<file path="src/rtl/if_id_stage_if.sv">
// Instruction-memory fetch bus: request/ready handshake plus a read-data valid strobe.
// One request may be outstanding at a time.
interface if_id_stage_if;
    logic        imem_req;
    logic [15:0] imem_addr;
    logic        imem_ready;
    logic        imem_rvalid;
    logic [15:0] imem_rdata;

    modport master (
        output imem_req,
        output imem_addr,
        input  imem_ready,
        input  imem_rvalid,
        input  imem_rdata
    );

    modport slave (
        input  imem_req,
        input  imem_addr,
        output imem_ready,
        output imem_rvalid,
        output imem_rdata
    );
endinterface

</file>
<file path="src/rtl/if_id_stage.sv">
// Instruction fetch plus IF/ID pipeline register for the 16-bit MIPS core: one outstanding
// fetch, skid buffer for responses that land during a decode stall, flush on redirect.
module if_id_stage #(
    parameter logic [15:0] RESET_PC  = 16'h0000,
    parameter logic [15:0] NOP_INSTR = 16'h0000
) (
    input  logic                  clk,
    input  logic                  rst_n,
    if_id_stage_if.master         imem,
    input  logic                  stall,
    input  logic                  redirect_valid,
    input  logic [15:0]           redirect_pc,
    output logic                  ifid_valid,
    output logic [15:0]           ifid_instr,
    output logic [15:0]           ifid_pc_plus1,
    output logic [3:0]            opcode,
    output logic [2:0]            rs,
    output logic [2:0]            rt,
    output logic [5:0]            imm6,
    output logic                  sext_mode
);

    typedef enum logic [1:0] {
        ST_FETCH = 2'd0,
        ST_WAIT  = 2'd1,
        ST_HOLD  = 2'd2,
        ST_DRAIN = 2'd3
    } state_t;

    state_t      state_reg,          state_next;
    logic [15:0] pc_reg,             pc_next;
    logic [15:0] skid_reg,           skid_next;
    logic        ifid_valid_reg,     ifid_valid_next;
    logic [15:0] ifid_instr_reg,     ifid_instr_next;
    logic [15:0] ifid_pc_plus1_reg,  ifid_pc_plus1_next;

    logic [15:0] pc_inc;
    logic        load_en;
    logic [15:0] load_data;

    assign pc_inc = pc_reg + 16'd1;

    always_ff @(posedge clk or negedge rst_n) begin
        if (!rst_n) begin
            state_reg         <= ST_FETCH;
            pc_reg            <= RESET_PC;
            skid_reg          <= NOP_INSTR;
            ifid_valid_reg    <= 1'b0;
            ifid_instr_reg    <= NOP_INSTR;
            ifid_pc_plus1_reg <= 16'h0000;
        end else begin
            state_reg         <= state_next;
            pc_reg            <= pc_next;
            skid_reg          <= skid_next;
            ifid_valid_reg    <= ifid_valid_next;
            ifid_instr_reg    <= ifid_instr_next;
            ifid_pc_plus1_reg <= ifid_pc_plus1_next;
        end
    end

    always_comb begin
        state_next         = state_reg;
        pc_next            = pc_reg;
        skid_next          = skid_reg;
        ifid_valid_next    = ifid_valid_reg;
        ifid_instr_next    = ifid_instr_reg;
        ifid_pc_plus1_next = ifid_pc_plus1_reg;
        load_en            = 1'b0;
        load_data          = skid_reg;

        if (redirect_valid) begin
            // An already-accepted request must still be drained so its response is not
            // mistaken for the first instruction on the new path.
            pc_next         = redirect_pc;
            skid_next       = NOP_INSTR;
            ifid_valid_next = 1'b0;
            ifid_instr_next = NOP_INSTR;
            case (state_reg)
                ST_FETCH: state_next = imem.imem_ready  ? ST_DRAIN : ST_FETCH;
                ST_WAIT:  state_next = imem.imem_rvalid ? ST_FETCH : ST_DRAIN;
                ST_HOLD:  state_next = ST_FETCH;
                ST_DRAIN: state_next = imem.imem_rvalid ? ST_FETCH : ST_DRAIN;
                default:  state_next = ST_FETCH;
            endcase
        end else begin
            case (state_reg)
                ST_FETCH: begin
                    if (imem.imem_ready) begin
                        state_next = ST_WAIT;
                    end
                end
                ST_WAIT: begin
                    if (imem.imem_rvalid) begin
                        if (stall) begin
                            skid_next  = imem.imem_rdata;
                            state_next = ST_HOLD;
                        end else begin
                            load_en    = 1'b1;
                            load_data  = imem.imem_rdata;
                            state_next = ST_FETCH;
                        end
                    end
                end
                ST_HOLD: begin
                    if (!stall) begin
                        load_en    = 1'b1;
                        load_data  = skid_reg;
                        state_next = ST_FETCH;
                    end
                end
                ST_DRAIN: begin
                    if (imem.imem_rvalid) begin
                        state_next = ST_FETCH;
                    end
                end
                default: state_next = ST_FETCH;
            endcase

            if (load_en) begin
                ifid_valid_next    = 1'b1;
                ifid_instr_next    = load_data;
                ifid_pc_plus1_next = pc_inc;
                pc_next            = pc_inc;
            end else if (!stall) begin
                // Nothing new for decode this cycle: insert a bubble.
                ifid_valid_next = 1'b0;
                ifid_instr_next = NOP_INSTR;
            end
        end
    end

    // Request is gated by reset so nothing is issued while the core is held in reset.
    assign imem.imem_req  = rst_n && (state_reg == ST_FETCH);
    assign imem.imem_addr = pc_reg;

    assign ifid_valid    = ifid_valid_reg;
    assign ifid_instr    = ifid_instr_reg;
    assign ifid_pc_plus1 = ifid_pc_plus1_reg;
    assign opcode        = ifid_instr_reg[15:12];
    assign rs            = ifid_instr_reg[11:9];
    assign rt            = ifid_instr_reg[8:6];
    assign imm6          = ifid_instr_reg[5:0];
    assign sext_mode     = ~ifid_instr_reg[15];

endmodule

</file>
<file path="src/flat_wrapper.sv">
// flat-port wrapper written by rule: the top's interface ports become plain ports
module if_id_stage_flat 
#(
    parameter logic [15:0] RESET_PC  = 16'h0000,
    parameter logic [15:0] NOP_INSTR = 16'h0000
)
  (clk, rst_n, stall, redirect_valid, redirect_pc, ifid_valid, ifid_instr, ifid_pc_plus1, opcode, rs, rt, imm6, sext_mode, imem_imem_req, imem_imem_addr, imem_imem_ready, imem_imem_rvalid, imem_imem_rdata);
  if_id_stage_if imem_i ();
  input  logic clk;
  input  logic rst_n;
  input  logic stall;
  input  logic redirect_valid;
  input  logic [15:0] redirect_pc;
  output logic ifid_valid;
  output logic [15:0] ifid_instr;
  output logic [15:0] ifid_pc_plus1;
  output logic [3:0] opcode;
  output logic [2:0] rs;
  output logic [2:0] rt;
  output logic [5:0] imm6;
  output logic sext_mode;
  output wire logic [$bits(imem_i.imem_req)-1:0] imem_imem_req;
  output wire logic [$bits(imem_i.imem_addr)-1:0] imem_imem_addr;
  input wire logic [$bits(imem_i.imem_ready)-1:0] imem_imem_ready;
  input wire logic [$bits(imem_i.imem_rvalid)-1:0] imem_imem_rvalid;
  input wire logic [$bits(imem_i.imem_rdata)-1:0] imem_imem_rdata;
  assign imem_imem_req = imem_i.imem_req;
  assign imem_imem_addr = imem_i.imem_addr;
  assign imem_i.imem_ready = imem_imem_ready;
  assign imem_i.imem_rvalid = imem_imem_rvalid;
  assign imem_i.imem_rdata = imem_imem_rdata;
  if_id_stage #(.RESET_PC(RESET_PC), .NOP_INSTR(NOP_INSTR)) u_core (.clk(clk), .rst_n(rst_n), .imem(imem_i), .stall(stall), .redirect_valid(redirect_valid), .redirect_pc(redirect_pc), .ifid_valid(ifid_valid), .ifid_instr(ifid_instr), .ifid_pc_plus1(ifid_pc_plus1), .opcode(opcode), .rs(rs), .rt(rt), .imm6(imm6), .sext_mode(sext_mode));
endmodule
</file>
<file path="config.mk">
export PLATFORM = sky130hd
export DESIGN_NAME = if_id_stage_flat
export DESIGN_NICKNAME = d
export VERILOG_FILES = /design/src/rtl/if_id_stage_if.sv /design/src/rtl/if_id_stage.sv /design/src/flat_wrapper.sv
export SDC_FILE = /design/constraint.sdc
export NUM_CORES = 1
export LEC_CHECK = 0
export CAP_MARGIN = 20
export CORE_MARGIN = 4
export CORE_UTILIZATION = 30
export DETAILED_ROUTE_END_ITERATION = 10
export GPL_ROUTABILITY_DRIVEN = 0
export GPL_TIMING_DRIVEN = 1
export PLACE_DENSITY_LB_ADDON = 0.1
export SLEW_MARGIN = 20
export SYNTH_ARGS = -nofsm -noshare
export SYNTH_HDL_FRONTEND = slang
export SYNTH_SLANG_ARGS = --single-unit
</file>
<file path="constraint.sdc">
create_clock -name clk -period 2.37 [get_ports clk]
set_input_delay 0.474 -clock clk [delete_from_list [all_inputs] [get_ports clk]]
set_output_delay 0.474 -clock clk [all_outputs]
set_load 0.1 [all_outputs]
</file>
==> results <==
- Net switching is 48.60% of the power.
- The DRC violations left is 0.
- Setup violations remaining at the end of the flow were counted as 0.
- Across the run, the number of max-cap violations was 0.
- The routed length per placed instance is 15.36 um.
- The leakage dissipation is 0.002188 uW.
- Setup repair after global routing left no endpoint under its margin.
- The number of different library cells used by synthesis comes to 43.
- The CTS tree is built.
- The count of vias placed by the detailed router is about 2700.
- In the synthesized netlist the async set-or-reset flop fraction comes to 100.0%.
- The cell with the most instances after synthesis is sky130_fd_sc_hd__dfrtp_1.
- When the netlist entered floorplanning its net count stood at 390.
- Measured against its own limit, the worst slew margin works out to between 40% and 50%.
- After clock tree synthesis, the setup repair step added 0 buffers.
- Clock-pin slew was measured on the worst setup and hold paths at 0.06 ns.
- The data arrival time of the critical path is 2.20 ns.
- The share of total power in the clock network is 23.1%.
- The number of clock sinks is 67.
- After Yosys synthesis, full adders, half adders and majority gates account for 2.521% of the synthesized area.
- Counting instances in the post-synthesis netlist gives the leading cell types as sky130_fd_sc_hd__dfrtp_1 (67), sky130_fd_sc_hd__nand2_1 (60), sky130_fd_sc_hd__o21ai_0 (23).
- The number of resized instances in the post-cts repair step is 0.
- The maximum fanout encountered on the critical timing path is 28.
- Derived from the worst setup path, the maximum achievable clock frequency is roughly 0.5 GHz.
- The routed design has 8925 um of wire.
- After Yosys synthesis, and, or, nand and nor cells account for 17.36% of the synthesized area.
- The largest net degree at the start of global routing is 68.
- The number of antenna repair diodes is 0.
- The leftover overflow at the end of global routing is 0.
- The max-slew violation total from the final report was 0.
- The number of hold-slack violations in the final timing report was 0.
- The tree is rooted in a sky130_fd_sc_hd__clkbuf_16.
- The data required time at the worst endpoint is ~2.6 ns.
- The most used flip-flop cell after synthesis is sky130_fd_sc_hd__dfrtp_1.
- Summed over all nets, the switching power comes to 2474 uW.
- The share of total power in combinational logic is 47.0%.
- Dividing total power by cell area gives a power density of 1084 nW/um2.
- The total of fill cells in the finished design is 1133.
- The portion of the clock cycle consumed by the worst path in the final layout is 84.46%.
- Cell internal power was estimated by the tool at 2616 uW.
- The count of pins on the block boundary is 105.
- Counting every instance in the synthesized netlist gives 345.
- The synthesized design contains 67 register bits.
- In this run, synthesis inferred 0 flip-flops with an integrated enable.
- Dividing the detail-routed via count by the number of cells gives 4.625.
- For this configuration, the core starts out at a cell density of ~30%.
- The share of final-layout standard cells stronger than drive strength 1 is about a quarter.
- The number of hold buffers added after cts is 0.
- Summing every instance area after synthesis gives 3475 um2.
- In this run the critical register-to-register path is captured at u_core.ifid_pc_plus1[0].
- The post-DP HPWL is 6537 um.
- Adding up every negative setup slack in the final design gives 0 ns.
- Total power for the finished layout comes to 5090 uW.
- The initial antenna violation count came to 0.
- For the final database, setup skew stands at ~0.007 ns.
- Clock tree synthesis inserted a total of 9 buffers.
- The min-delay analysis places its worst path in the category input pin to async pin.
- The iteration-0 DRC count of the detailed router is between 100 and 150.
- In this run the tool buffered the top-level ports with 104 buffer cells.
- After the last flow step, the layout net total stands at about 480.
- The number of nets still failing antenna checks after routing is 0.
- The global-route wire length before repair is 14380 um.
- Relative to the synthesized area, the layout overhead comes to 35.15%.
- The launch point of the worst reg-to-reg path is u_core.state_reg[0].
- The worst setup path is launched from a flip-flop.
- The portion of synthesized area spent on multiplexers is 6.662%.
- The setup check on the worst reg-to-reg path leaves a slack of 0.37 ns.
- In this run the core area contains 39 standard-cell rows.
- The number of iterations in the first detailed-routing pass is 4.
- The synthesized design devotes to its leading area cell type around half of total area.
- No sink is reached through more buffers than the 2 on the longest clock path.
- After synthesis, the largest family of logic cells by area is simple AND/OR/NAND/NOR gates.
- Of the synthesized area, sequential elements account for around half.
- The maximum vdd ir drop is roughly 0.44 mV.
- Registers are responsible for between 30% and 40% of the overall power.
- The floorplan step defined a die boundary enclosing 13370 um2.
- The count of synthesis-stage warnings from yosys is 0.
- In the final layout, the multi-input gates occupy 1565 um2.
- The sort of element at the end of the critical path is a flip-flop.
- The insertion delay to the later sink of the worst-skew pair is ~0.32 ns.
- The standard cell core area is 11370 um2.
- The run finished with clean final reports.
- The core utilization of the finished layout is 41.30%.
- The number of global-route vias before repair is 2747.
- The mean area per synthesized cell is 10.07 um2.
- The worst path needs 2.002 ns of the cycle, external delays included.
- The critical path class is flip-flop to flip-flop.
- The synthesized netlist devotes 12.78% of its cell area to compound gates.
- In this run the number of H-tree levels came out at 3.
- Summing all flip-flop and latch instances after layout gives 1680 um2.
- Sorting the synthesized cells by area gives the leading types as sky130_fd_sc_hd__dfrtp_1 (48%), sky130_fd_sc_hd__nand2_1 (6.5%), sky130_fd_sc_hd__mux2i_1 (6.3%).
- At the pin with the least slew margin, the transition time is slightly below 0.9 ns.
- Global routing consumed, over all layers together, 13.76% of the routing resources.
- The biggest area contributor in the post-synthesis netlist is sky130_fd_sc_hd__dfrtp_1.
- The worst-case reg-to-reg path depth is 7.
- The die is around 120 um tall.
- The overall die width is 115.6 um.
- The synthesized-area fraction occupied by xor and xnor cells is 5.546%.
==> layout by cell type (no fill, tap or decap), types with 2 or more instances in the layout <==
master	count
sky130_fd_sc_hd__buf_4	75
sky130_fd_sc_hd__dfrtp_1	64
sky130_fd_sc_hd__nand2_1	60
sky130_fd_sc_hd__clkdlybuf4s50_1	36
sky130_fd_sc_hd__o21ai_0	23
sky130_fd_sc_hd__mux2i_1	22
sky130_fd_sc_hd__xnor2_1	18
sky130_fd_sc_hd__o21ai_1	16
sky130_fd_sc_hd__a22o_1	16
sky130_fd_sc_hd__nor2_1	9
sky130_fd_sc_hd__clkbuf_16	9
sky130_fd_sc_hd__nor3_1	8
sky130_fd_sc_hd__ha_1	7
sky130_fd_sc_hd__inv_1	6
sky130_fd_sc_hd__nor2b_1	6
sky130_fd_sc_hd__a22oi_1	6
sky130_fd_sc_hd__nand3_1	4
sky130_fd_sc_hd__nor4_1	4
sky130_fd_sc_hd__xor2_1	4
sky130_fd_sc_hd__or3_1	3
sky130_fd_sc_hd__clkinv_2	3
sky130_fd_sc_hd__buf_12	3
sky130_fd_sc_hd__dfrtp_2	3
sky130_fd_sc_hd__or2_1	2
sky130_fd_sc_hd__o21a_1	2
sky130_fd_sc_hd__nand3_4	2
sky130_fd_sc_hd__nand4_2	2
sky130_fd_sc_hd__nor4_2	2
sky130_fd_sc_hd__nand2b_1	2
sky130_fd_sc_hd__nand4_1	2
==> kinds of logic after synthesis <==
family / Yosys count
fa+ha+maj: 7
buf+inv: 43
flops: 67
compound gates: 69
simple gates: 114
xor+xnor: 22
mux: 23
==> critical path, cell delays in order (launching register included) <==
cell and delay [ns]:
sky130_fd_sc_hd__dfrtp_1 0.41, sky130_fd_sc_hd__inv_1 0.11, sky130_fd_sc_hd__ha_1 0.30, sky130_fd_sc_hd__or3b_4 0.40, sky130_fd_sc_hd__or2_1 0.26, sky130_fd_sc_hd__buf_4 0.23, sky130_fd_sc_hd__nand2_1 0.09, sky130_fd_sc_hd__o21ai_0 0.07
==> power groups by stage <==
stage                     combinational, uW  clock, uW  sequential [uW]
final                                  2390       1170             1530
after global routing                   2510       1280             1560
after CTS                              2410       1230             1530
after detailed placement               2410          0             1550
after global placement                 2400          0             1550
after floorplan                         608          0             2740
==> worst max path at each step <==
stage                                   from                        end  slack [ns]  cells after the start
floorplan           u_core.imem.imem_addr[4]  u_core.imem.imem_addr[12]        0.02                      5
global placement                       stall   u_core.imem.imem_addr[6]        0.17                      6
detailed placement                     stall    u_core.ifid_pc_plus1[0]        0.14                      6
CTS                      u_core.state_reg[0]    u_core.ifid_pc_plus1[0]        0.35                      7
global route             u_core.state_reg[0]      u_core.ifid_instr[11]        0.22                      6
finish                   u_core.state_reg[0]    u_core.ifid_pc_plus1[0]        0.37                      7
==> layer usage <==
metal	up-vias	track usage, %	part of all wire (%)
met5	-	0	0
li1	1358	-	-
met4	0	4.640	1.3
met2	75	21.57	45
met3	11	2.768	5.3
met1	1243	19.12	48
==> area by class of cell <==
class / instances / share of cell area, %
clock inverter: 5 / 0.6661
clock buffer: 10 / 4.876
inverter: 6 / 0.4796
multi-input combinational: 235 / 33.33
sequential: 67 / 35.78
tap: 143 / 3.810
timing repair buffer: 115 / 21.05
==> through the flow <==
stage | area, um2 | hold slack [ns] | cells | setup WS [ns]
4_1_cts | 4696 | 0.2941 | 581 | 0.3505
6_report | 4696 | 0.2577 | 581 | 0.3683
3_5_place_dp | 4436 | 0.4787 | 566 | 0.1368
2_1_floorplan | 3478 | 0.1784 | 345 | 0.02349
5_1_grt | 4696 | 0.2931 | 581 | 0.2246
3_3_place_gp | 4436 | 0.4714 | 566 | 0.1704
(Power assumes the default switching activity.)
